`src/rtl/instr_fetch_unit_if.sv`:
```
// Signal bundle between the fetch unit, instruction memory, execute
// (redirects) and the control decoder.
interface instr_fetch_unit_if;
  logic        imem_req_valid;
  logic [31:0] imem_req_addr;
  logic        imem_req_ready;
  logic        imem_resp_valid;
  logic [31:0] imem_resp_data;
  logic        redirect_valid;
  logic [31:0] redirect_pc;
  logic        instr_valid;
  logic        instr_ready;
  logic [31:0] instr;
  logic [31:0] instr_pc;
  logic [6:0]  opcode;
  logic [2:0]  funct3;
  logic [6:0]  funct7;

  modport master (
    output imem_req_valid, imem_req_addr,
    input  imem_req_ready,
    input  imem_resp_valid, imem_resp_data,
    input  redirect_valid, redirect_pc,
    output instr_valid, instr, instr_pc, opcode, funct3, funct7,
    input  instr_ready
  );

  modport slave (
    input  imem_req_valid, imem_req_addr,
    output imem_req_ready,
    output imem_resp_valid, imem_resp_data,
    output redirect_valid, redirect_pc,
    input  instr_valid, instr, instr_pc, opcode, funct3, funct7,
    output instr_ready
  );
endinterface

```
`src/rtl/instr_fetch_unit.sv`:
```
// Instruction fetch front end: sequential PC requests, in-order buffer of
// returned words, redirect flush with discard of in-flight responses.
module instr_fetch_unit #(
  parameter logic [31:0] RESET_PC   = 32'h0000_0000,
  parameter int          FIFO_DEPTH = 4
) (
  input  logic                clk,
  input  logic                rst_n,
  instr_fetch_unit_if.master  fetch
);

  localparam int CW = $clog2(FIFO_DEPTH + 1);
  localparam int AW = (FIFO_DEPTH > 1) ? $clog2(FIFO_DEPTH) : 1;
  localparam logic [CW:0]  DEPTH_C  = (CW + 1)'(FIFO_DEPTH);
  localparam logic [31:0]  NOP      = 32'h0000_0013;
  localparam logic [31:0]  START_PC = RESET_PC & 32'hFFFF_FFFC;

  logic [31:0]   pc_reg;
  logic [31:0]   resp_pc_reg;
  logic [AW-1:0] wr_ptr_reg;
  logic [AW-1:0] rd_ptr_reg;
  logic [CW-1:0] count_reg;
  logic [CW-1:0] outstanding_reg;
  logic [CW-1:0] drop_cnt_reg;
  logic [31:0]   data_mem [FIFO_DEPTH];
  logic [31:0]   pc_mem   [FIFO_DEPTH];

  logic [CW:0]   credit_used;
  logic          req_valid;
  logic          req_fire;
  logic          resp_drop;
  logic          push;
  logic          pop;
  logic          head_valid;
  logic [31:0]   head_instr;
  logic [31:0]   head_pc;
  logic [31:0]   redirect_aligned;

  // Buffered words plus requests still in flight may never exceed the
  // buffer size, so every returning response is guaranteed a slot.
  assign credit_used      = {1'b0, count_reg} + {1'b0, outstanding_reg};
  assign req_valid        = rst_n & ~fetch.redirect_valid & (credit_used < DEPTH_C);
  assign req_fire         = req_valid & fetch.imem_req_ready;
  assign redirect_aligned = fetch.redirect_pc & 32'hFFFF_FFFC;

  assign resp_drop  = fetch.imem_resp_valid & (drop_cnt_reg != '0);
  assign push       = fetch.imem_resp_valid & ~fetch.redirect_valid & (drop_cnt_reg == '0);
  assign head_valid = (count_reg != '0);
  assign pop        = head_valid & fetch.instr_ready & ~fetch.redirect_valid;

  always_ff @(posedge clk) begin
    if (!rst_n) begin
      pc_reg          <= START_PC;
      resp_pc_reg     <= START_PC;
      wr_ptr_reg      <= '0;
      rd_ptr_reg      <= '0;
      count_reg       <= '0;
      outstanding_reg <= '0;
      drop_cnt_reg    <= '0;
    end else if (fetch.redirect_valid) begin
      pc_reg          <= redirect_aligned;
      resp_pc_reg     <= redirect_aligned;
      wr_ptr_reg      <= '0;
      rd_ptr_reg      <= '0;
      count_reg       <= '0;
      // Everything still in flight belongs to the old path; a response
      // arriving right now is discarded as well.
      outstanding_reg <= outstanding_reg - CW'(fetch.imem_resp_valid);
      drop_cnt_reg    <= outstanding_reg - CW'(fetch.imem_resp_valid);
    end else begin
      if (req_fire) begin
        pc_reg <= pc_reg + 32'd4;
      end
      outstanding_reg <= outstanding_reg + CW'(req_fire) - CW'(fetch.imem_resp_valid);
      if (resp_drop) begin
        drop_cnt_reg <= drop_cnt_reg - CW'(1);
      end
      if (push) begin
        wr_ptr_reg  <= wr_ptr_reg + AW'(1);
        resp_pc_reg <= resp_pc_reg + 32'd4;
      end
      if (pop) begin
        rd_ptr_reg <= rd_ptr_reg + AW'(1);
      end
      count_reg <= count_reg + CW'(push) - CW'(pop);
    end
  end

  always_ff @(posedge clk) begin
    if (rst_n && push) begin
      data_mem[wr_ptr_reg] <= fetch.imem_resp_data;
      pc_mem[wr_ptr_reg]   <= resp_pc_reg;
    end
  end

  assign head_instr = head_valid ? data_mem[rd_ptr_reg] : NOP;
  assign head_pc    = head_valid ? pc_mem[rd_ptr_reg] : 32'd0;

  assign fetch.imem_req_valid = req_valid;
  assign fetch.imem_req_addr  = pc_reg;
  assign fetch.instr_valid    = head_valid;
  assign fetch.instr          = head_instr;
  assign fetch.instr_pc       = head_pc;
  assign fetch.opcode         = head_instr[6:0];
  assign fetch.funct3         = head_instr[14:12];
  assign fetch.funct7         = head_instr[31:25];

endmodule

```
`src/flat_wrapper.sv`:
```
// flat-port wrapper written by rule: the top's interface ports become plain ports
module instr_fetch_unit_flat 
#(
  parameter logic [31:0] RESET_PC   = 32'h0000_0000,
  parameter int          FIFO_DEPTH = 4
)
  (clk, rst_n, fetch_imem_req_valid, fetch_imem_req_addr, fetch_imem_req_ready, fetch_imem_resp_valid, fetch_imem_resp_data, fetch_redirect_valid, fetch_redirect_pc, fetch_instr_valid, fetch_instr, fetch_instr_pc, fetch_opcode, fetch_funct3, fetch_funct7, fetch_instr_ready);
  instr_fetch_unit_if fetch_i ();
  input  logic clk;
  input  logic rst_n;
  output wire logic [$bits(fetch_i.imem_req_valid)-1:0] fetch_imem_req_valid;
  output wire logic [$bits(fetch_i.imem_req_addr)-1:0] fetch_imem_req_addr;
  input wire logic [$bits(fetch_i.imem_req_ready)-1:0] fetch_imem_req_ready;
  input wire logic [$bits(fetch_i.imem_resp_valid)-1:0] fetch_imem_resp_valid;
  input wire logic [$bits(fetch_i.imem_resp_data)-1:0] fetch_imem_resp_data;
  input wire logic [$bits(fetch_i.redirect_valid)-1:0] fetch_redirect_valid;
  input wire logic [$bits(fetch_i.redirect_pc)-1:0] fetch_redirect_pc;
  output wire logic [$bits(fetch_i.instr_valid)-1:0] fetch_instr_valid;
  output wire logic [$bits(fetch_i.instr)-1:0] fetch_instr;
  output wire logic [$bits(fetch_i.instr_pc)-1:0] fetch_instr_pc;
  output wire logic [$bits(fetch_i.opcode)-1:0] fetch_opcode;
  output wire logic [$bits(fetch_i.funct3)-1:0] fetch_funct3;
  output wire logic [$bits(fetch_i.funct7)-1:0] fetch_funct7;
  input wire logic [$bits(fetch_i.instr_ready)-1:0] fetch_instr_ready;
  assign fetch_imem_req_valid = fetch_i.imem_req_valid;
  assign fetch_imem_req_addr = fetch_i.imem_req_addr;
  assign fetch_i.imem_req_ready = fetch_imem_req_ready;
  assign fetch_i.imem_resp_valid = fetch_imem_resp_valid;
  assign fetch_i.imem_resp_data = fetch_imem_resp_data;
  assign fetch_i.redirect_valid = fetch_redirect_valid;
  assign fetch_i.redirect_pc = fetch_redirect_pc;
  assign fetch_instr_valid = fetch_i.instr_valid;
  assign fetch_instr = fetch_i.instr;
  assign fetch_instr_pc = fetch_i.instr_pc;
  assign fetch_opcode = fetch_i.opcode;
  assign fetch_funct3 = fetch_i.funct3;
  assign fetch_funct7 = fetch_i.funct7;
  assign fetch_i.instr_ready = fetch_instr_ready;
  instr_fetch_unit #(.RESET_PC(RESET_PC), .FIFO_DEPTH(FIFO_DEPTH)) u_core (.clk(clk), .rst_n(rst_n), .fetch(fetch_i));
endmodule
```
`config.mk`:
```
export PLATFORM = sky130hd
export DESIGN_NAME = instr_fetch_unit_flat
export DESIGN_NICKNAME = d
export VERILOG_FILES = /design/src/rtl/instr_fetch_unit_if.sv /design/src/rtl/instr_fetch_unit.sv /design/src/flat_wrapper.sv
export SDC_FILE = /design/constraint.sdc
export NUM_CORES = 1
export LEC_CHECK = 0
export ABC_AREA = 1
export BUFFER_PORTS_ARGS = -buffer_cell sky130_fd_sc_hd__buf_4
export CAP_MARGIN = 5
export CORE_UTILIZATION = 40
export DETAILED_ROUTE_END_ITERATION = 6
export SYNTH_ARGS = -nofsm -noshare
export SYNTH_HDL_FRONTEND = slang
export SYNTH_SLANG_ARGS = --single-unit
```
`constraint.sdc`:
```
create_clock -name clk -period 8.2 [get_ports clk]
set_input_delay 0.82 -clock clk [delete_from_list [all_inputs] [get_ports clk]]
set_output_delay 0.82 -clock clk [all_outputs]
set_load 0.005 [all_outputs]
```
# After elaboration in Yosys (flattened, before gate mapping)
# Memory sizes are Yosys's and may differ from the RTL's. A register that Yosys moved wholly into a read port is not among the register bits.
# Index checks and enable logic that the tools add are counted.
# totals
mem_bits_rw,256
output_inout_bits,115
n_memories,2
input_bits,70
reg_bits,77
elab_cells,56
# mem_list
name,words,width,rd,rd_clocked_by_memory_dff,write_ports,line_no,rtl
u_core.data_mem,4,32,1,1,1,instr_fetch_unit.sv:25,logic [31:0] data_mem [FIFO_DEPTH];
u_core.pc_mem,4,32,1,1,1,instr_fetch_unit.sv:26,logic [31:0] pc_mem [FIFO_DEPTH];
# classes
n_reduce_logical,8
n_mux,15
n_addsub,11
n_bitwise,10
n_lt_le_gt_ge,1
# ops
operator,count
32-bit 2-to-1 mux,6
"32-bit by 3-bit adder with 32-bit output, second input constant",2
3-bit 2-to-1 mux,3
3-bit by 1-bit subtractor with 3-bit output,3
1-bit AND,8
2-bit 2-to-1 mux,4
3-bit by 1-bit adder with 3-bit output,2
2-bit nonzero test,3
3-bit nonzero test,2
"2-bit by 1-bit adder with 2-bit output, second input constant",2
3-bit by 3-bit adder with 4-bit output,1
"4-bit by 3-bit less-than comparator with 1-bit output, second input constant",1
3-bit zero test,1
"3-bit by 1-bit subtractor with 3-bit output, second input constant",1
1-bit 2-to-1 mux,2
1-bit inverter,2
2-bit OR reduction,1
1-bit logical AND,1

# Longest topological paths before layout
# logic_depth
ltp_word,7
ltp_mapped,12
depth_no_buf,11

# Least setup slack after synthesis
# Ideal clock, no wire load.
# synth_path
path_type,input-to-reg
startpoint,input fetch_redirect_valid
endpoint,"memory u_core.data_mem[0][0], enable pin"
cell_stages,7
setup_time_ns,0.482
path_slack_ns,3.605
required_ns,7.718
arrival_time_ns,4.113
n_path_buf,2
path_cell_list,buf_6 -> nor2_4 -> buf_4 -> inv_2 -> nor2_4 -> inv_2 -> nor2_1
# synth_via
elab_chain_cells,6
# synth_rtl
item,line_no,rtl
start: declaration,flat_wrapper.sv:16,input wire logic [$bits(fetch_i.redirect_valid)-1:0] fetch_redirect_valid;
1-bit inverter,instr_fetch_unit.sv:47,assign push = fetch.imem_resp_valid & ~fetch.redirect_valid & (drop_cnt_reg == '0);
1-bit AND (2 in series),instr_fetch_unit.sv:47,
1-bit logical AND,instr_fetch_unit.sv:90,if (rst_n && push) begin
1-bit 2-to-1 mux,instr_fetch_unit.sv:90,
1-bit 2-to-1 mux (not written as such),instr_fetch_unit.sv:91,data_mem[wr_ptr_reg] <= fetch.imem_resp_data;
end: declaration,instr_fetch_unit.sv:25,
# No other way between the ends.

==> results.json <==
{
  "relSlewSlack": 0.2193,
  "dr_total_vias": 11110,
  "cts_tree": "built",
  "fillers": 3321,
  "synth_compound_area_frac": 0.1013,
  "ys_seq_area_frac": 0.6102,
  "grt_pass1_vias": 10500,
  "drtIter0Drc": 738,
  "finalClockSkew_ps": 20.30,
  "synth_common_cells": "338 x nor2_1, 248 x edfxtp_1, 247 x nand2_1",
  "viasPerCell": 5.113,
  "end_kind": "primary output",
  "seqPwrFrac": 0.506,
  "p_comb_frac": 0.073,
  "h-tree-depth": 2,
  "overflow": 0,
  "post_cts_buffers": 0,
  "tns_ps": 0,
  "r2r_start": "u_core.count_reg[1]",
  "setup_viol": 0,
  "die_w_um": 193.5,
  "cp_common_cell": "buf_4",
  "violations": "design-rule violations",
  "hold_viol_final": 0,
  "syn_area_um2": 14660,
  "wl_per_cell_um": 17.02,
  "die_h_um": 193.5,
  "whs_path_depth": 2,
  "crit_type": "reg2out",
  "drv_cap": 0,
  "reg_top3": "u_core.data_mem (128), u_core.pc_mem (120)",
  "ctsLongestPathBuffers": 3,
  "worstPathRequired_ps": 7380,
  "p_leak_nw": 6.626,
  "fin_util": 0.4841,
  "cp_max_fo": 63,
  "ios": 185,
  "p_clk_frac": 0.422,
  "cts_hold_buf": 0,
  "synth_cells": 1547,
  "gp_congestion": 0.8909,
  "fp-row-count": 69,
  "power.internal_mw": 2.827,
  "p_switching_mw": 0.8333,
  "yosysTopAreaCellShare": 0.5078,
  "tightestPinTransition_ps": 1171,
  "clock_latency_ps": 530,
  "grt_start_max_net_pins": 125,
  "synthMuxAreaShare": 0,
  "ir_drop_mv": 0.1556,
  "synth_edf_count": 248,
  "synth_top_family_by_area": "simple AND/OR/NAND/NOR gates",
  "rsz0062_at_grt": "no",
  "post-route-period-util": 0.4920,
  "syn_area_per_cell_um2": 9.479,
  "numCtsBuffers": 36,
  "synth.distinct_cells": 43,
  "ant_nets": 0,
  "cts_root_buffer": "clkbuf_16",
  "p_total_mw": 3.660,
  "start_util": 0.4093,
  "ys.flop_type": "edfxtp_1",
  "die_area_um2": 37430,
  "port_buffers": 178,
  "largest_reg_flops": 128,
  "core_um2": 35830,
  "drc": 17,
  "crit_path_max_incr_delay_ps": 670,
  "crit_chain": "buf_4 > inv_2 > buf_4 > nor2_1 > o21ai_0 > a21oi_1 > buf_4",
  "grt.total_usage": 0.1965,
  "nets": 1775,
  "ys_top_cells_by_area": "edfxtp_1 51%, dfxtp_1 10%, nor2_1 8.7%",
  "synth-seq-cells": 323,
  "totalWireLength_um": 36990,
  "r2r_cells": 11,
  "powerDensity_nw_per_um2": 211.0,
  "grt_pass1_wl_um": 57980,
  "clk_pin_slew_ps": 60,
  "yosysMostFrequentCell": "nor2_1",
  "crit_slowest_cell": "buf_4",
  "top_register": "u_core.data_mem",
  "drive_above_1_share": 0.1636,
  "synthAdderAreaFrac": 0.01638,
  "async_flop_share": 0,
  "fmax_mhz": 247.9,
  "synth_xor_area_frac": 0.009556,
  "swShare": 0.2277,
  "cp.arrival_ps": 3210,
  "synth_warnings": 0,
  "antenna_found_initial": 0,
  "diodes": 0,
  "cts_resized": 0,
  "dr.pass1.iters": 7,
  "dp_hpwl_um": 22060,
  "slew_violations": 0,
  "clock-sinks": 323,
  "syn_to_final_growth_pct": 18.28,
  "min_from": "u_core.rd_ptr_reg[1]",
  "synth_area_leader_cell": "edfxtp_1",
  "outcome": "finished with violations",
  "startpoint_type": "register",
  "synthSimpleGateAreaFrac": 0.2022,
  "period_needed_ps": 4034,
  "min_path_type": "reg2reg"
}
## critical path: cells and delay by family (launching register included)
| family | cells | cell delay [ps] |
|---|---|---|
| AND/OR/NAND/NOR | 1 | 130 |
| flip-flops | 1 | 310 |
| buffers and inverters | 4 | 1790 |
| AO/OA/AOI/OAI | 2 | 400 |
## power groups by stage
stage	sequential, mW	combinational [mW]	clock, mW
global placement	1.88	0.262	0
detailed placement	1.88	0.268	0
global route	1.86	0.298	1.65
floorplan	1.87	0.155	0
CTS	1.85	0.270	1.58
finish	1.85	0.266	1.54
## final cells by class
class                      instances  area, µm²  area share
sequential                       323       8954      0.5162
tap                              461      576.8     0.03326
timing repair buffer             187       1404     0.08094
multi-input combinational       1031       4882      0.2815
clock inverter                    15      165.2    0.009522
inverter                         108      406.6     0.02345
clock buffer                      48      955.9     0.05511
## through the flow
step / area [µm²] / setup slack [ps] / cells / hold WS (ps)
6_report: 17340 / 4166 / 2173 / 467.1
5_1_grt: 17340 / 3930 / 2173 / 472.7
4_1_cts: 17340 / 4083 / 2173 / 467.4
3_5_place_dp: 16220 / 3621 / 2110 / 455.1
3_3_place_gp: 16220 / 3616 / 2110 / 446.7
2_1_floorplan: 14680 / 3605 / 1550 / 435.6
## per-layer routing
metal,GRT usage,share of wire
met1,0.2688,0.45
met2,0.3266,0.47
met3,0.02737,0.065
met4,0.05422,0.020
met5,0,0
## worst paths after layout
kind / endpoint / slack (ps)
setup / recovery: fetch_instr_pc[16] / 4170
hold / removal: register / 470
setup reg to reg: u_core.outstanding_reg[2] / 5080
hold reg to reg: register / 470
## layout by cell type, fill, tap and decap left out, types with 6 or more instances in the layout
master | Yosys | final
nand4_1 | 12 | 12
nor3_1 | 9 | 9
edfxtp_1 | 248 | 248
dfxtp_1 | 75 | 73
inv_1 | 98 | 98
inv_2 | 7 | 7
nor2_4 | 10 | 14
xor2_1 | 11 | 11
a31oi_1 | 8 | 8
nand3_2 | 6 | 6
clkinv_1 | 2 | 6
nor2_1 | 338 | 334
ha_1 | 16 | 16
buf_4 | 24 | 187
nand3_1 | 63 | 63
nand3b_1 | 8 | 8
o21ai_0 | 160 | 160
nand2_1 | 247 | 247
clkbuf_1 | 45 | 11
clkbuf_16 | 0 | 36
a21oi_1 | 104 | 104
## kinds of logic after synthesis
family,after synthesis
AOI/OAI and AO/OA,287
xor gates and xnor gates,16
adders and majority gates,18
buffers and inverters,196
DFF,323
other,1
and+or+nand+nor,706
(Power assumes the default switching activity.)
